===== config.mk =====
export PLATFORM = sky130hd
export DESIGN_NAME = gnw_rom_loader
export DESIGN_NICKNAME = d
export VERILOG_FILES = /design/src/rtl/gnw_pkg.sv /design/src/rtl/gnw_cksum16.sv /design/src/rtl/gnw_rom_loader.sv
export SDC_FILE = /design/constraint.sdc
export NUM_CORES = 1
export LEC_CHECK = 0
export CORE_ASPECT_RATIO = 1.5
export CORE_MARGIN = 2
export CORE_UTILIZATION = 30
export DETAILED_ROUTE_END_ITERATION = 10
export PLACE_DENSITY = 0.5
export REMOVE_ABC_BUFFERS = 1
export SLEW_MARGIN = 20
export SYNTH_ARGS = -nofsm -noshare
export SYNTH_HDL_FRONTEND = slang
export SYNTH_HIERARCHICAL = 1
export SYNTH_SLANG_ARGS = --single-unit

===== constraint.sdc =====
create_clock -name clk_sys -period 7.5 [get_ports clk_sys]
set_input_delay 1.5 -clock clk_sys [delete_from_list [all_inputs] [get_ports clk_sys]]
set_output_delay 1.5 -clock clk_sys [all_outputs]
set_load 0.02 [all_outputs]

===== src/rtl/gnw_pkg.sv =====
// Shared types and constants for the G&W ROM loader.
package gnw_pkg;
  localparam int ADDR_W = 25;

  localparam logic [1:0] WTBT_LO   = 2'b01;
  localparam logic [1:0] WTBT_HI   = 2'b10;
  localparam logic [1:0] WTBT_BOTH = 2'b11;

  typedef enum logic [2:0] {IDLE, COLLECT, WRITE, WAIT_RDY, FLUSH, DONE} gnw_ldr_state_t;

  typedef struct packed {
    logic [ADDR_W-1:0] addr;
    logic [15:0]       din;
    logic [1:0]        wtbt;
  } gnw_mem_req_t;

  function automatic logic [ADDR_W-1:0] word_of(input logic [ADDR_W-1:0] a);
    return {a[ADDR_W-1:1], 1'b0};
  endfunction
endpackage


===== src/rtl/gnw_cksum16.sv =====
// 16-bit wrapping byte accumulator for the loaded ROM image.
module gnw_cksum16 (
  input  logic        clk_sys,
  input  logic        reset,
  input  logic        clr,
  input  logic        en,
  input  logic [7:0]  data,
  output logic [15:0] sum
);
  always_ff @(posedge clk_sys) begin
    if (reset || clr) sum <= '0;
    else if (en)      sum <= sum + {8'h00, data};
  end
endmodule


===== src/rtl/gnw_rom_loader.sv =====
// Packs hps_io ioctl bytes into 16-bit SDRAM writes, tracks image size and load completion.
// Define GNW_LOADER_CHECKSUM_EN to add the cksum output (byte sum of the image).
module gnw_rom_loader
  import gnw_pkg::*;
#(
  parameter logic [7:0]        ROM_INDEX = 8'd0,
  parameter logic [ADDR_W-1:0] BASE_ADDR = 25'h0
) (
  input  logic              clk_sys,
  input  logic              reset,
  input  logic              ioctl_download,
  input  logic [7:0]        ioctl_index,
  input  logic              ioctl_wr,
  input  logic [ADDR_W-1:0] ioctl_addr,
  input  logic [7:0]        ioctl_dout,
  output logic              ioctl_wait,
  output logic [ADDR_W-1:0] mem_addr,
  output logic [15:0]       mem_din,
  output logic [1:0]        mem_wtbt,
  output logic              mem_we,
  input  logic              mem_ready,
  output logic [ADDR_W-1:0] rom_size,
  output logic              loaded
`ifdef GNW_LOADER_CHECKSUM_EN
  , output logic [15:0]     cksum
`endif
);
  gnw_ldr_state_t    state, state_nx;
  gnw_mem_req_t      req, req_nx, q_req, q_req_nx, flush_req;
  logic              pend, pend_nx, q_vld, q_vld_nx, fin, fin_nx, dl_q;
  logic [7:0]        pend_byte, pend_byte_nx;
  logic [ADDR_W-1:0] pend_addr, pend_addr_nx, rom_size_nx;
  logic              loaded_nx, mem_we_nx, wait_nx;

  logic              dl_ours, acc, rise, fall, ending, odd;
  logic [ADDR_W-1:0] byte_addr, word, addr_p1;

  assign dl_ours   = ioctl_download && (ioctl_index == ROM_INDEX);
  assign acc       = ioctl_wr && dl_ours;
  assign rise      = dl_ours && !dl_q;
  assign fall      = !dl_ours && dl_q;
  assign ending    = fin || fall;
  assign byte_addr = BASE_ADDR + ioctl_addr;
  assign word      = word_of(byte_addr);
  assign odd       = byte_addr[0];
  assign addr_p1   = ioctl_addr + 25'd1;
  assign flush_req = '{addr: pend_addr, din: {8'h00, pend_byte}, wtbt: WTBT_LO};

  assign mem_addr = req.addr;
  assign mem_din  = req.din;
  assign mem_wtbt = req.wtbt;

  always_ff @(posedge clk_sys) begin
    if (reset) begin
      state      <= IDLE;
      req        <= '0;
      q_req      <= '0;
      q_vld      <= 1'b0;
      pend       <= 1'b0;
      pend_byte  <= '0;
      pend_addr  <= '0;
      fin        <= 1'b0;
      dl_q       <= 1'b0;
      rom_size   <= '0;
      loaded     <= 1'b0;
      mem_we     <= 1'b0;
      ioctl_wait <= 1'b0;
    end else begin
      state      <= state_nx;
      req        <= req_nx;
      q_req      <= q_req_nx;
      q_vld      <= q_vld_nx;
      pend       <= pend_nx;
      pend_byte  <= pend_byte_nx;
      pend_addr  <= pend_addr_nx;
      fin        <= fin_nx;
      dl_q       <= dl_ours;
      rom_size   <= rom_size_nx;
      loaded     <= loaded_nx;
      mem_we     <= mem_we_nx;
      ioctl_wait <= wait_nx;
    end
  end

  always_comb begin
    state_nx     = state;
    req_nx       = req;
    q_req_nx     = q_req;
    q_vld_nx     = q_vld;
    pend_nx      = pend;
    pend_byte_nx = pend_byte;
    pend_addr_nx = pend_addr;
    fin_nx       = fin || fall;
    rom_size_nx  = rom_size;
    loaded_nx    = loaded;

    if (acc && addr_p1 > rom_size) rom_size_nx = addr_p1;

    case (state)
      IDLE: begin
        if (acc) begin
          if (!odd) begin
            pend_nx      = 1'b1;
            pend_byte_nx = ioctl_dout;
            pend_addr_nx = word;
            state_nx     = COLLECT;
          end else begin
            req_nx   = '{addr: word, din: {ioctl_dout, 8'h00}, wtbt: WTBT_HI};
            state_nx = WRITE;
          end
        end else if (ending) begin
          state_nx = DONE;
        end
      end
      COLLECT: begin
        if (acc) begin
          state_nx = WRITE;
          if (odd && word == pend_addr) begin
            req_nx  = '{addr: pend_addr, din: {ioctl_dout, pend_byte}, wtbt: WTBT_BOTH};
            pend_nx = 1'b0;
          end else if (odd) begin
            // Stray odd byte: flush the orphan even byte, then queue the odd write.
            req_nx   = flush_req;
            pend_nx  = 1'b0;
            q_vld_nx = 1'b1;
            q_req_nx = '{addr: word, din: {ioctl_dout, 8'h00}, wtbt: WTBT_HI};
          end else begin
            req_nx       = flush_req;
            pend_byte_nx = ioctl_dout;
            pend_addr_nx = word;
          end
        end else if (ending) begin
          req_nx   = flush_req;
          pend_nx  = 1'b0;
          state_nx = FLUSH;
        end
      end
      WRITE, FLUSH: state_nx = WAIT_RDY;
      WAIT_RDY: begin
        if (mem_ready) begin
          if (q_vld) begin
            req_nx   = q_req;
            q_vld_nx = 1'b0;
            state_nx = WRITE;
          end else if (ending && pend) begin
            req_nx   = flush_req;
            pend_nx  = 1'b0;
            state_nx = FLUSH;
          end else if (ending) begin
            state_nx = DONE;
          end else begin
            state_nx = pend ? COLLECT : IDLE;
          end
        end
      end
      DONE:    ;
      default: state_nx = IDLE;
    endcase

    // HPS is stalled from a strobe-driven write until its completion; end-of-image flush does not stall.
    mem_we_nx = (state_nx == WRITE) || (state_nx == FLUSH);
    wait_nx   = (state_nx == WRITE) || (state_nx == WAIT_RDY && ioctl_wait);
    if (state_nx == DONE) loaded_nx = 1'b1;

    if (rise) begin
      state_nx    = IDLE;
      pend_nx     = 1'b0;
      q_vld_nx    = 1'b0;
      fin_nx      = 1'b0;
      rom_size_nx = '0;
      loaded_nx   = 1'b0;
      mem_we_nx   = 1'b0;
      wait_nx     = 1'b0;
    end
  end

`ifdef GNW_LOADER_CHECKSUM_EN
  gnw_cksum16 u_cksum (
    .clk_sys (clk_sys),
    .reset   (reset),
    .clr     (rise),
    .en      (acc && !rise),
    .data    (ioctl_dout),
    .sum     (cksum)
  );
`endif

  a_no_strobe_in_wait: assert property (@(posedge clk_sys) disable iff (reset) !(acc && ioctl_wait));
endmodule

==> impl_metrics.toml, run 1 <==
[outcome]
status = "complete, no violations"

[synthesis]
yosys_warnings = 6
synthArstFlopShare_pct = 0
avgSynthCellArea_um2 = 8.40
seq_area_frac_synth_pct = 39.6
synth_edf_count = 0
synth.ff_latch_count = 142
syn_inst = 856
synthFlopType = "dfxtp_1"
synth_area_um2 = 7190
synth_cell_types = 58

[place]
dp_hpwl_um = 14800
io_buffer_count = 115
gp_congestion = 0.769
post_dp_cell_area_um2 = 8420

[floorplanning]
rows = 69
start_util_pct = 30.4
die_area_um2 = 25200
die_h_um = 194
design.core.area_um2 = 23700
ios = 117
dieWidth_um = 130

[clock_tree]
htreeDepth = 4
cts_resized = 0
post_cts_buffers = 0
numCtsBuffers = 17
hold_buffers = 0
cts_tree = "built"
clk_latency_ns = 0.44
numClockSinks = 142
clockBufferDepth = 2
clk_pin_slew_ns = 0.06
root_buffer = "clkbuf_16"

[global_route]
grt_usage_pct = 17.4
grt_pass1_vias = 6202
grt_pass1_wl_um = 34000
antenna_found_initial = 0
grt_max_degree = 90
grt-ovfl-total = 0

[layout]
layout_common_cells = "dfxtp_1, clkdlybuf4s50_1, nand2_1"
final_area_um2 = 9010
final_nets = 994
final_common_cell = "dfxtp_1"
final_layout_size_suffix_gt1_share_pct = 6.42
area_growth_pct = 25.3
post-route-util_pct = 38.1
diodes = 0

[sta]
fin_worst_skew_ns = 0.00826
period_share_pct = 74.9
slew_viol_final = 0
worst_pin_slew_ns = 1.07
fmax_mhz = 178
setup_viol = 0
slew_headroom_pct = 28.1
fin_tns_setup_ns = 0
hold_viol = 0
period_needed_ns = 5.62
hold_ws_ns = 0.452
rsz0062_at_grt = "no"

[detailed_routing]
wl_per_cell_um = 17.1
met1Wirelength_um = 9330
ant_nets = 0
dr.max_layer_used = "met4"
initialDrtViolationCount = 373
viasPerCell = 5.00
wl_met2_um = 11000
drc = 0
met3WireLength_um = 693
dr.pass1.iters = 5
via_count = 6271
routed_wl_um = 21400

[critical_path]
r2r_cells = 6
crit_fanout = 25
r2r_slack_ns = 4.14
crit_required_ns = 7.78
end_kind = "flip-flop"
start_kind = "input port"
regToRegEndpoint = "mem_addr[5]"
worst-setup-path-type = "input port to flip-flop"
regToRegStartpoint = "state[0]"
worstPathArrival_ns = 5.90

[power_and_ir_drop]
max-vdd-ir-drop_mv = 0.155
finalPower_w = 0.00168
p_leak_nw = 2.90
pwr_density_cell_nw_per_um2 = 187

[worst_hold_path]
hp-class = "flip-flop to flip-flop"
hold_end = "mem_din[2]"
hp-start = "mem_din[2]"
hold_depth = 2

[run]
drv_cap = 0
[stage by stage]
step / instances / setup WS [ns]
final: 1253 / 1.88
after global routing: 1253 / 1.42
after CTS: 1252 / 1.84
after detailed placement: 1220 / 1.40
after global placement: 1220 / 1.45
after floorplan: 777 / 2.69
[critical path: stages]
cell	delay, ns
clkdlybuf4s50_1	0.69
nand4_1	0.26
nor4_2	0.66
nand3_1	0.17
xnor2_1	0.19
ha_1	0.35
nand4_1	0.13
nor4_1	0.51
o221ai_1	0.24
o2111ai_2	0.16
and2_1	0.85
a211oi_1	0.17
[kinds of logic after synthesis]
| logic type | count (synthesis) | share of synthesized area [%] |
|---|---|---|
| other | 1 | 0.0522 |
| buffers and inverters | 130 | 8.27 |
| AND/OR/NAND/NOR | 309 | 20.4 |
| AO/OA/AOI/OAI | 168 | 16.8 |
| adder cells (fa/ha/maj) | 27 | 4.70 |
| multiplexers | 32 | 4.46 |
| flip-flops | 142 | 39.6 |
| XOR/XNOR | 47 | 5.73 |
[Yosys cell counts (all sizes together), types with 19 or more instances]
master    n  area, um^2
o31ai    26         209
ha       27         338
nor2     80         303
o32ai    19         166
mux2i    32         320
nand4    47         294
a221oi   29         273
a21oi    63         319
clkbuf   42         159
inv      51         191
xor2     30         263
nand2   105         397
dfxtp   142        2840
buf      37         244
nand3    26         130
[layer usage]
| layer | GRT usage, % | up-vias |
|---|---|---|
| met1 | 21.3 | 2966 |
| met2 | 30.0 | 120 |
| met4 | 5.83 | 0 |
| met5 | 0 | - |
| li1 | - | 3160 |
| met3 | 3.37 | 25 |
[final cells by class]
cell class | count | area (um^2)
well taps | 319 | 399
inverters | 51 | 191
fillers | 2501 | 14600
repair buffers | 125 | 1240
clock inverters | 14 | 133
clock buffers | 18 | 429
flip-flops and latches | 142 | 2840
multi-input cells | 584 | 3770
[registers in the layout, summed over array words and instances (netlist names)]
| signal | cells |
|---|---|
| dl_q | 1 |
| fin | 1 |
| ioctl_wait | 1 |
| loaded | 1 |
| mem_addr | 24 |
| mem_din | 16 |
| mem_we | 1 |
| mem_wtbt | 2 |
| pend | 1 |
| pend_addr | 24 |
| pend_byte | 8 |
| q_req | 33 |
| q_vld | 1 |
| rom_size | 25 |
| state | 3 |
[worst max path at each step]
stage	startpoint	endpoint	slack, ns
floorplan	ioctl_addr[11]	rom_size[0]	2.69
global placement	ioctl_addr[9]	rom_size[0]	1.45
detailed placement	ioctl_addr[0]	rom_size[0]	1.40
CTS	ioctl_addr[0]	rom_size[0]	1.84
global route	ioctl_addr[0]	rom_size[0]	1.42
finish	ioctl_addr[10]	rom_size[0]	1.88
[power breakdown]
part / total, W / switching [W] / internal, W
logic: 0.000111 / 0.0000678 / 0.0000433
clock network: 0.000815 / 0.000355 / 0.000460
registers: 0.000755 / 0.000000459 / 0.000754
(Power assumes the default switching activity.)
==> run 2, diff against run 1 <==
Settings changed: PLACE_DENSITY 0.5 to 0.52.
Clock period 7.5 ns to 4.79 ns, I/O delays scaled along.
==> impl_metrics.toml, run 2 (synthesis gave the netlist of run 1 again) <==
[sta]
fmax_mhz = 240
period_share_pct = 87.0
setup_viol = 0
hold_ws_ns = 0.449
period_needed_ns = 4.17
slew_viol_final = 0
slew_headroom_pct = 46.1
rsz0062_at_grt = "no"
fin_worst_skew_ns = 0.00998
worst_pin_slew_ns = 0.807
hold_viol = 0
fin_tns_setup_ns = 0

[critical_path]
cp_top_family = "simple AND/OR/NAND/NOR gates"
start_kind = "input port"
slowest_delay_ns = 0.52
worst-setup-path-type = "input port to flip-flop"
crit_fanout = 17
timing.critical_path.buf_inv = 2
end_kind = "flip-flop"
crit_required_ns = 5.07
cp_cell_sequence = "clkdlybuf4s50_1 -> ha_1 -> nand3_1 -> nor2_1 -> nand4_1 -> xnor2_1 -> ha_1 -> nand4_1 -> nor4_1 -> o221ai_1 -> o2111ai_2 -> and2_1 -> buf_4 -> a211oi_1"
worstPathArrival_ns = 4.45
r2r_slack_ns = 2.20
cp_slowest_cell = "clkdlybuf4s50_1"

[layout]
final_nets = 1028
layout_common_cells = "dfxtp_1, clkdlybuf4s50_1, nand2_1"
top_register = "q_req"
diodes = 0
final_layout_size_suffix_gt1_share_pct = 9.81
reg_top3 = "q_req (33), rom_size (25)"
area_growth_pct = 29.9
final_area_um2 = 9340
n_fill_cell = 2474
largest_reg_flops = 33
final_common_cell = "dfxtp_1"

[detailed_routing]
ant_nets = 0
drc = 0
routed_wl_um = 22400
viasPerCell = 5.02
via_count = 6459
dr.pass1.iters = 5
initialDrtViolationCount = 415
wl_per_cell_um = 17.4

[run]
drv_cap = 0

[place]
post_dp_cell_area_um2 = 8690
dp_hpwl_um = 15700
gp_congestion = 0.832
io_buffer_count = 115

[floorplanning]
start_util_pct = 30.4
dieWidth_um = 130
ios = 117
die_h_um = 194
design.core.area_um2 = 23700
die_area_um2 = 25200
rows = 69

[power_and_ir_drop]
max-vdd-ir-drop_mv = 0.258
finalPower_w = 0.00284
internal_power_w = 0.00216
swShare_pct = 23.9
pwr-share-seq_pct = 41.7
p_leak_nw = 3.11
pwr_density_cell_nw_per_um2 = 304
p_switching_w = 0.000678
clkPwrFrac_pct = 51.5
pwr-share-comb_pct = 6.8

[global_route]
grt_usage_pct = 18.0
antenna_found_initial = 0
grt_pass1_vias = 6360
grt_pass1_wl_um = 35100
grt_max_degree = 58
grt-ovfl-total = 0

[clock_tree]
clk_latency_ns = 0.43
cts_tree = "built"
post_cts_buffers = 0
hold_buffers = 0
numClockSinks = 142
root_buffer = "clkbuf_16"
numCtsBuffers = 17
htreeDepth = 4
clockBufferDepth = 2
clk_pin_slew_ns = 0.06
cts_resized = 0

[worst_hold_path]
hp-class = "flip-flop to flip-flop"

[outcome]
status = "complete, no violations"
-- run 2: layout make-up --
type                            instances  area [um^2]  area share [%]
Clock buffer                           18          439            4.70
Clock inverter                         14          204            2.18
Inverter                               51          191            2.05
Multi-Input combinational cell        584         3770            40.4
Sequential cell                       142         2840            30.4
Tap cell                              319          399            4.27
Timing Repair Buffer                  159         1490            16.0
-- run 2: worst min-delay path: stages, from the launching register on --
cell     delay (ns)
dfxtp_1        0.31
nand2_1        0.05
a21oi_1        0.05
-- run 2: through the flow --
step / util, % / setup slack, ns / instances
floorplan: - / 0.518 / 777
global placement: 36.8 / 0.270 / 1255
detailed placement: 36.8 / 0.149 / 1255
CTS: 39.5 / 0.591 / 1287
global route: 39.5 / 0.268 / 1287
finish: 39.5 / 0.625 / 1287
-- run 2: final timing paths --
kind | from | endpoint | cells past startpoint
worst max-delay path | ioctl_addr[0] | rom_size[0] | 14
worst min-delay path | pend_byte[0] | pend_byte[0] | 2
worst max register to register | state[1] | mem_addr[14] | 5
worst min register to register | pend_byte[0] | pend_byte[0] | 2
-- run 2: metal layers --
metal	part of all wire, %	track usage (%)	up-vias
met4	1.6	5.59	0
met3	3.5	3.60	23
li1	-	-	3227
met1	43	22.1	3080
met2	52	31.3	129
met5	0	0	-
-- run 2: power groups by stage --
| stage | logic, W | registers [W] | clock network [W] |
|---|---|---|---|
| after global routing | 0.000209 | 0.00118 | 0.00153 |
| after global placement | 0.000194 | 0.00121 | 0 |
| final | 0.000194 | 0.00118 | 0.00146 |
| after floorplan | 0.0000656 | 0.00121 | 0 |
| after detailed placement | 0.000193 | 0.00121 | 0 |
| after CTS | 0.000194 | 0.00118 | 0.00149 |
